$ cat src/rtl/local_maxima_collector.sv
// rtl/local_maxima_collector.sv - queues coordinates/values of flagged pixels from a raster stream
module local_maxima_collector #(
  parameter int WIDTH  = 6,
  parameter int HEIGHT = 6,
  parameter int DEPTH  = 8
) (
  input  logic       clk,
  input  logic       rst,
  input  logic       in_valid,
  output logic       in_ready,
  input  logic       in_flag,
  input  logic [7:0] in_pixel,
  output logic       out_valid,
  input  logic       out_ready,
  output logic [7:0] out_row,
  output logic [7:0] out_col,
  output logic [7:0] out_value,
  output logic [7:0] max_count,
  output logic       overflow,
  output logic       frame_done
);

  localparam int PTR_W = $clog2(DEPTH);
  localparam int CNT_W = PTR_W + 1;

  typedef enum logic [1:0] {S_IDLE, S_COLLECT, S_FLUSH} state_e;

  state_e             state_q, state_d;
  logic               done_q, done_d;
  logic [7:0]         row_q, col_q;
  logic [PTR_W-1:0]   wr_ptr_q, rd_ptr_q;
  logic [CNT_W-1:0]   count_q;
  logic [23:0]        mem_q [DEPTH];
  logic [7:0]         max_q, max_d;
  logic               ovf_q, ovf_d;

  logic accept, pop, push, push_ok, full, last_pix, frame_start;

  assign accept      = in_valid && in_ready;
  assign pop         = out_valid && out_ready;
  assign last_pix    = (row_q == 8'(HEIGHT)) && (col_q == 8'(WIDTH));
  assign full        = (count_q == CNT_W'(DEPTH)) && !pop;
  assign push        = accept && in_flag;
  assign push_ok     = push && !full;
  assign frame_start = accept && (state_q == S_IDLE);

  always_ff @(posedge clk or negedge rst) begin
    if (!rst) begin
      state_q <= S_IDLE;
      done_q  <= 1'b0;
    end else begin
      state_q <= state_d;
      done_q  <= done_d;
    end
  end

  // done_q marks the single pulse cycle; FLUSH is held through it so in_ready stays low
  always_comb begin
    state_d = state_q;
    done_d  = 1'b0;
    case (state_q)
      S_IDLE: begin
        if (accept) state_d = last_pix ? S_FLUSH : S_COLLECT;
      end
      S_COLLECT: begin
        if (accept && last_pix) state_d = S_FLUSH;
      end
      S_FLUSH: begin
        if (done_q)              state_d = S_IDLE;
        else if (count_q == '0)  done_d  = 1'b1;
      end
      default: state_d = S_IDLE;
    endcase
  end

  always_comb begin
    in_ready   = (state_q != S_FLUSH);
    frame_done = done_q;
  end

  always_ff @(posedge clk or negedge rst) begin
    if (!rst) begin
      row_q <= 8'd1;
      col_q <= 8'd1;
    end else if (accept) begin
      if (last_pix) begin
        row_q <= 8'd1;
        col_q <= 8'd1;
      end else if (col_q == 8'(WIDTH)) begin
        row_q <= row_q + 8'd1;
        col_q <= 8'd1;
      end else begin
        col_q <= col_q + 8'd1;
      end
    end
  end

  always_ff @(posedge clk or negedge rst) begin
    if (!rst) begin
      wr_ptr_q <= '0;
      rd_ptr_q <= '0;
      count_q  <= '0;
      for (int i = 0; i < DEPTH; i++) mem_q[i] <= '0;
    end else begin
      if (push_ok) begin
        mem_q[wr_ptr_q] <= {row_q, col_q, in_pixel};
        wr_ptr_q        <= wr_ptr_q + PTR_W'(1);
      end
      if (pop) rd_ptr_q <= rd_ptr_q + PTR_W'(1);
      case ({push_ok, pop})
        2'b10:   count_q <= count_q + CNT_W'(1);
        2'b01:   count_q <= count_q - CNT_W'(1);
        default: count_q <= count_q;
      endcase
    end
  end

  // Statistics clear on the frame's first accept, then that same pixel is counted
  always_comb begin
    max_d = max_q;
    ovf_d = ovf_q;
    if (frame_start) begin
      max_d = 8'd0;
      ovf_d = 1'b0;
    end
    if (push && (max_d != 8'hFF)) max_d = max_d + 8'd1;
    if (push && full)             ovf_d = 1'b1;
  end

  always_ff @(posedge clk or negedge rst) begin
    if (!rst) begin
      max_q <= 8'd0;
      ovf_q <= 1'b0;
    end else begin
      max_q <= max_d;
      ovf_q <= ovf_d;
    end
  end

  assign out_valid                     = (count_q != '0);
  assign {out_row, out_col, out_value} = mem_q[rd_ptr_q];
  assign max_count                     = max_q;
  assign overflow                      = ovf_q;

endmodule

$ cat config.mk
export PLATFORM = sky130hd
export DESIGN_NAME = local_maxima_collector
export DESIGN_NICKNAME = d
export VERILOG_FILES = /design/src/rtl/local_maxima_collector.sv
export SDC_FILE = /design/constraint.sdc
export NUM_CORES = 1
export LEC_CHECK = 0
export BUFFER_PORTS_ARGS = -buffer_cell sky130_fd_sc_hd__buf_4
export CAP_MARGIN = 20
export CORE_MARGIN = 4
export CORE_UTILIZATION = 45
export CTS_CLUSTER_DIAMETER = 30
export DETAILED_ROUTE_END_ITERATION = 8
export PLACE_DENSITY = 0.68
export RECOVER_POWER = 25
export REMOVE_ABC_BUFFERS = 1
export SYNTH_ARGS = -nofsm -noshare
export SYNTH_HDL_FRONTEND = slang
export SYNTH_SLANG_ARGS = --single-unit
export TNS_END_PERCENT = 1
$ cat constraint.sdc
create_clock -name clk -period 4.9 [get_ports clk]
set_input_delay 0.49 -clock clk [delete_from_list [all_inputs] [get_ports clk]]
set_output_delay 0.49 -clock clk [all_outputs]
set_load 0.01 [all_outputs]
[After elaboration in Yosys (flattened, before gate mapping)]
Index checks and enable logic that the tools add are counted.
Operators by class
  bitwise gates (word level): 2
  eq/ne operators: 12
  magnitude comparators: 3
  reduce and logical (&&, ||, !) cells: 21
  muxes and demuxes: 23
  add/subtract/negate cells: 7
Operators by type and width (count)
  $bwmux 192: 1
  $bmux 24 s3: 1
  $demux 24 s3: 1
  $mux 24: 3
  $mux 8: 6
  $add 8x1->8 const B: 3
  $eq 8x3->1 const B: 2
  $logic_and 1x1->1: 11
  $ge 4x4->1 const B: 2
  $mux 2: 4
  $ne 2x2->1 const B: 4
  $ne 8x8->1 const B: 1
  $not 3->4: 2
  $pmux 4 s2: 1
  $add 3x1->3 const B: 2
  $pmux 2 s3: 1
  $reduce_bool 2->1: 3
  $mux 1: 5
  $add 4x1->4 const B: 1
  $eq 2x1->1 const B: 2
  $eq 2x2->1 const B: 2
  $eq 4x4->1 const B: 1
  $logic_not 4->1: 1
  $lt 4x1->1 const B: 1
  other kinds (6): 7
Storage, ports and cells
  input bits: 13
  register bits: 230

[Logic depth before layout (Yosys ltp)]
Gate-level depths: netlist (run 1).
  depth after elaboration: 8
  depth in mapped cells: 8

[Least setup slack after synthesis (run 1)]
No wires, ideal clock.
  path kind: register to output
  start: register rd_ptr_q[0]
  end: output port out_col[0]
  data arrival time: 1897 ps
  setup slack: 2513 ps
  path buffers: 3
  required time: 4410 ps
  stages on the path, launching flop included: 6
  path through: dfrtp_1 -> clkbuf_1 -> buf_2 -> buf_2 -> mux4_2 -> mux2_2
Between the ends
  word-level cells in the longest chain between the ends: 4
RTL lines
  start, declared: line 31  | logic [PTR_W-1:0] wr_ptr_q, rd_ptr_q;
  start signal, assigned: line 109  | if (pop) rd_ptr_q <= rd_ptr_q + PTR_W'(1);
  $not 3->4 (implied by the code): line 141  | assign {out_row, out_col, out_value} = mem_q[rd_ptr_q];
  $bmux 24 s3: line 141
  $mux 24 (implied by the code) (2 in a row): line 141
  end, declared: line 16  | output logic [7:0] out_col,
No other way between the ends. The select of a mux whose other input is x is not followed.

[Worst setup path after layout (run 1)]
  start: register rd_ptr_q[1]
  end: output port out_col[5]
Same word-level chain as after synthesis.

==> results of run 1 <==
==> layer usage <==
metal  vias to the layer above  wire length, um  track usage, %
met5                         -                0               0
met1                      3315            10500            24.7
li1                       2780                -               -
met2                       134            11500            29.3
met3                        42              929            3.61
met4                         0              443            4.88
==> final timing paths <==
kind | end | slack (ns) | cells past startpoint
setup reg to reg | mem_q[30] | 2.03 | 6
max in group asynchronous | rd_ptr_q[0] | 2.04 | 1
hold reg to reg | mem_q[122] | 0.48 | 1
min in group asynchronous | mem_q[48] | 0.80 | 1
setup / recovery | out_col[5] | 1.68 | 4
hold / removal | mem_q[120] | 0.25 | 2
==> cell families after synthesis <==
logic type / after synthesis / synth area share (%)
AOI/OAI and AO/OA: 32 / 1.95
xor gates and xnor gates: 15 / 1.20
adders and majority gates: 9 / 1.09
buffers and inverters: 67 / 3.62
DFF: 230 / 52.4
muxes: 268 / 34.4
and+or+nand+nor: 96 / 5.29
==> worst reg2reg max path: stages, from the launching register on <==
cell	delay [ns]
dfrtp_1	0.40
nor2b_1	0.19
inv_1	0.36
nand2_2	0.27
nor4_4	0.77
buf_4	0.38
mux2_2	0.39
==> through the flow <==
stage | area [um^2] | total power, mW | hold slack, ns
after global placement | 11500 | 5.30 | 0.461
after CTS | 13100 | 8.77 | 0.0509
final | 13200 | 8.68 | 0.247
after global routing | 13200 | 9.14 | 0.244
after detailed placement | 11500 | 5.46 | 0.468
after floorplan | 10600 | 4.63 | 0.194
==> sequential cells by signal, summed over array words and instances, names as in the netlist <==
register    flops
mem_q         192
col_q           8
max_count       8
row_q           8
count_q         4
rd_ptr_q        3
wr_ptr_q        3
state_q         2
frame_done      1
overflow        1
==> power breakdown <==
group	total (mW)	internal [mW]	switching [mW]
registers	3.05	2.51	0.545
clock network	3.25	2.21	1.03
logic	2.38	1.47	0.910
total	8.68	6.19	2.49
==> placed cells by master, fill, tap and decap left out, types with 2 or more instances in the layout <==
cell type,count
dfrtp_1,226
mux2_2,148
mux2_4,60
buf_4,58
clkbuf_16,49
mux4_2,48
nand2_1,20
nor2_1,17
clkinv_2,13
inv_1,12
mux2_1,11
xnor2_1,11
a21oi_1,9
o21ai_0,8
nand3_1,8
ha_1,8
and2_1,7
nand4_1,7
clkinvlp_4,7
nor3_1,6
bufinv_16,6
clkbuf_8,5
and4_1,4
xor2_1,4
nor4_4,3
or4_4,3
nor4_1,3
and3_1,3
o31ai_1,3
inv_6,3
clkbuf_1,3
clkinv_4,3
nand2b_1,2
and3b_1,2
nor2b_1,2
or4_1,2
a211oi_1,2
dfstp_2,2
==> layout make-up <==
cell class	count	area, um^2
fillers	1829	10600
repair buffers	60	468
flip-flops and latches	230	5760
well taps	319	399
clock inverters	32	350
multi-input cells	420	4830
clock buffers	57	1310
inverters	12	45.0
==> flow_metrics.py, run 1 <==
metrics = {
    "cts": {
        "cts_sinks": 230,
        "clkTransAtPathRegs_ns": 0.05,
        "post_cts_buffers": 0,
        "h-tree-depth": 2,
        "cts_tree": "done",
        "cts-resized-gates": 0,
        "cts-root-buf": "clkbuf_16",
        "insertion_delay_ns": 0.52,
        "cts_buffers": 48,
        "ctsHoldBuffers": 0,
        "clockBufferDepth": 3,
    },
    "detailed_routing": {
        "routed_wl_mm": 23.3,
        "wl_per_cell_um": 20.6,
        "drc_errors": 0,
        "vias": 6271,
        "dr.pass1.iters": 4,
        "drt_iter0_markers": 330,
        "viasPerCell": 5.55,
        "antenna_left": 0,
    },
    "die": {
        "core_area_um2": 23800,
        "die_height_um": 164,
        "num_io_pins": 49,
        "start_util_pct": 46.2,
        "die_x_um": 164,
        "dieArea_um2": 27000,
        "rows": 56,
    },
    "outcome": {
        "status": "complete, but fails checks",
        "violations": "max-capacitance violations, max-slew violations",
    },
    "synthesis": {
        "synth_area_leaders": "dfrtp_1 52%, mux2_2 15%, mux4_2 9.8%, mux2_4 8.2%, mux2_1 1.1%",
        "async_flop_share_pct": 100,
        "synth-edff-count": 0,
        "synth_flop_cell": "dfrtp_1",
        "yosysMostFrequentCell": "dfrtp_1",
        "synthCells": 717,
        "ys_ff_latch": 230,
        "yosysTopAreaCell": "dfrtp_1",
        "yosys.area.top_type_share_pct": 51.9,
        "synth_warnings": 0,
        "synth-seq-area-share_pct": 52.4,
        "ys_top_cells_by_count": "228 x dfrtp_1, 148 x mux2_2, 60 x mux2_4",
        "synth_cell_types": 54,
        "synth_area_um2": 11000,
        "syn-mean-instance-area_um2": 15.3,
    },
    "sta": {
        "setup_viol": 0,
        "period_share_pct": 65.8,
        "max_freq_mhz": 310,
        "setup_slack_ns": 1.68,
        "drv_slew": 113,
        "hold_violations": 0,
        "fin_skew_ns": 0.00961,
        "worst_slew_pin_slew_ns": 2.78,
        "rsz0062_at_grt": "false",
        "max_slew_margin_pct": -85.6,
        "fin_crit_ns": 3.22,
        "setup_tns_ns": 0,
    },
    "hold_path": {
        "min_path_type": "input port to flop",
        "worstHoldStart": "in_pixel[0]",
    },
    "worst_setup_path": {
        "path_max_fanout": 33,
        "cp.buffers_inverters": 2,
        "reg2reg_from": "state_q[1]",
        "crit_type": "flop to output pin",
        "path_delay_family": "flip-flops",
        "start_kind": "flop",
        "crit_start": "rd_ptr_q[1]",
        "cpMaxStageDelayCell": "dfrtp_2",
        "max_stage_delay_ns": 0.95,
        "critPathRequiredTime_ns": 4.41,
        "cpMostUsedCell": "buf_4",
        "cp.arrival_ns": 2.73,
        "critPathCaptureType": "output pin",
        "crit_chain": "buf_4, mux4_2, mux2_2, buf_4",
    },
    "cells_and_area": {
        "utilization_pct": 55.4,
        "nNetsFinal": 794,
        "syn_to_final_growth_pct": 19.8,
        "finalNonFillerCells": 1130,
        "diodes": 0,
        "drive_gt1_share_pct": 51.2,
    },
    "grt": {
        "grt.total_usage_pct": 17.9,
        "globalRoute.totalOverflow": 0,
        "grt_start_max_net_pins": 113,
        "grt_pass1_vias": 7027,
        "antenna_found_initial": 0,
        "grt_pass1_wl_mm": 38.4,
    },
    "flow_run": {
        "cap_violations": 1,
    },
    "place": {
        "hpwl_mm": 13.6,
        "post-place-ws_ns": 2.16,
        "io_buffers": 48,
        "gp_congestion": 0.849,
        "dp_cells": 1040,
    },
    "power": {
        "leakagePower_nw": 6.11,
        "power_density_nw_per_um2": 660,
        "ir_drop_mv": 0.341,
    },
}
No activity file was read; power rests on OpenSTA's default activity.
==> inputs of run 2 (changes only) <==
- clock period: 4.9 -> 3.1 ns (I/O delays scaled with it)
==> run 2 against run 1 <==
Compared with the run above:
- register-to-register slack worse by 1.4 ns
- cell area up 0.69%
- first-iteration DRC count down 3.3%
- non-clock buffer count up 4
- worst setup slack worse by 1.3 ns
- the run ends with max-slew violations left
- global-route usage about the same
- critical endpoint is now out_col[0]
- critical path depth unchanged
- total power up 60%
==> flow_metrics.py, run 2 (same netlist as run 1, synthesis figures left out) <==
metrics = {
    "cells_and_area": {
        "top_register": "mem_q",
        "syn_to_final_growth_pct": 20.6,
        "drive_gt1_share_pct": 50.8,
        "fillers": 1847,
        "utilization_pct": 55.8,
        "mostFrequentLayoutCell": "dfrtp_1",
        "largest_reg_flops": 192,
        "layout_common_cells": "226 x dfrtp_1, 148 x mux2_2, 60 x mux2_4, 58 x buf_4, 48 x mux4_2",
        "nNetsFinal": 795,
        "diodes": 0,
    },
    "sta": {
        "drv_slew": 105,
        "rsz0062_at_grt": "false",
        "fin_crit_ns": 2.68,
        "max_freq_mhz": 373,
        "worst_slew_pin_slew_ns": 1.52,
        "period_share_pct": 86.6,
        "setup_tns_ns": 0,
        "setup_viol": 0,
        "max_slew_margin_pct": -1.26,
        "fin_skew_ns": 0.0167,
        "hold_violations": 0,
    },
    "detailed_routing": {
        "drt_iter0_markers": 319,
        "dr.pass1.iters": 4,
        "routed_wl_mm": 23.3,
        "antenna_left": 0,
        "viasPerCell": 5.61,
        "wl_per_cell_um": 20.7,
        "vias": 6328,
        "drc_errors": 0,
    },
    "grt": {
        "antenna_found_initial": 0,
        "grt_start_max_net_pins": 108,
        "grt_pass1_wl_mm": 38.3,
        "grt.total_usage_pct": 17.9,
        "globalRoute.totalOverflow": 0,
        "grt_pass1_vias": 7030,
    },
    "power": {
        "leakagePower_nw": 6.13,
        "power_mw": 13.9,
        "power_density_nw_per_um2": 1050,
        "ir_drop_mv": 0.523,
    },
    "cts": {
        "clkTransAtPathRegs_ns": 0.05,
        "cts_buffers": 45,
        "h-tree-depth": 2,
        "clockBufferDepth": 3,
        "insertion_delay_ns": 0.53,
        "post_cts_buffers": 0,
        "cts-resized-gates": 0,
        "cts-root-buf": "clkbuf_16",
        "cts_sinks": 230,
        "cts_tree": "done",
    },
    "outcome": {
        "violations": "max-slew violations",
        "status": "complete, but fails checks",
    },
    "place": {
        "io_buffers": 48,
        "hpwl_mm": 13.8,
        "gp_congestion": 0.823,
    },
    "die": {
        "dieArea_um2": 27000,
        "rows": 56,
        "start_util_pct": 46.2,
        "die_x_um": 164,
        "core_area_um2": 23800,
        "num_io_pins": 49,
        "die_height_um": 164,
    },
    "worst_setup_path": {
        "crit_type": "flop to output pin",
        "critPathCaptureType": "output pin",
        "start_kind": "flop",
        "path_max_fanout": 48,
        "critPathRequiredTime_ns": 2.79,
        "cp.arrival_ns": 2.37,
    },
    "flow_run": {
        "cap_violations": 0,
    },
    "hold_path": {
        "min_path_type": "input port to flop",
    },
}
==> run 2: critical path, cell delays in order (launching register included) <==
cell     delay, ns
dfrtp_4       0.43
buf_12        0.37
mux4_2        0.57
mux2_2        0.31
buf_4         0.15
==> run 2: what timing repair did <==
action,CTS,global route
endpoints found under the setup margin,0,0
hold buffers,1,0
endpoints found under the hold margin,104,0
==> run 2: layout make-up <==
type | count | area (um^2) | share of cell area [%]
Sequential cell | 230 | 5760 | 43.5
Timing Repair Buffer | 64 | 533 | 4.02
Clock inverter | 28 | 469 | 3.54
Inverter | 12 | 45.0 | 0.340
Multi-Input combinational cell | 420 | 4830 | 36.4
Tap cell | 319 | 399 | 3.01
Clock buffer | 55 | 1210 | 9.16
==> run 2: metrics by stage <==
step,setup WS [ns],std cells,instance area [um^2],hold WS [ns]
after floorplan,-0.162,662,10600,0.0144
after global placement,0.753,1044,11600,0.398
after detailed placement,0.667,1044,11600,0.424
after CTS,0.374,1128,13300,0.0583
after global routing,0.310,1128,13300,0.0735
final,0.417,1128,13300,0.0748
==> run 2: power by group <==
group	switching [mW]	total, mW	leakage (nW)	internal [mW]
logic	1.56	3.90	2.41	2.34
registers	0.751	4.72	2.93	3.97
clock network	1.60	5.30	0.795	3.70
total	3.91	13.9	6.13	10.0
==> run 2: metal layers <==
layer	GRT usage, %	up-vias	routed length [um]
met1	25.1	3373	10600
li1	-	2779	-
met5	0	-	0
met4	4.46	0	358
met2	29.3	139	11300
met3	3.29	37	1130
==> run 2: final timing paths <==
| check | end | depth (start not counted) | slack, ns | from |
|---|---|---|---|---|
| worst min register to register | frame_done | 1 | 0.46 | frame_done |
| worst min-delay path | mem_q[120] | 2 | 0.07 | in_pixel[0] |
| worst max-delay path | out_col[0] | 4 | 0.42 | rd_ptr_q[0] |
| worst max register to register | count_q[3] | 8 | 0.66 | count_q[3] |
| min in group asynchronous | mem_q[103] | 2 | 0.69 | rst |
| max in group asynchronous | mem_q[122] | 3 | 1.20 | rst |
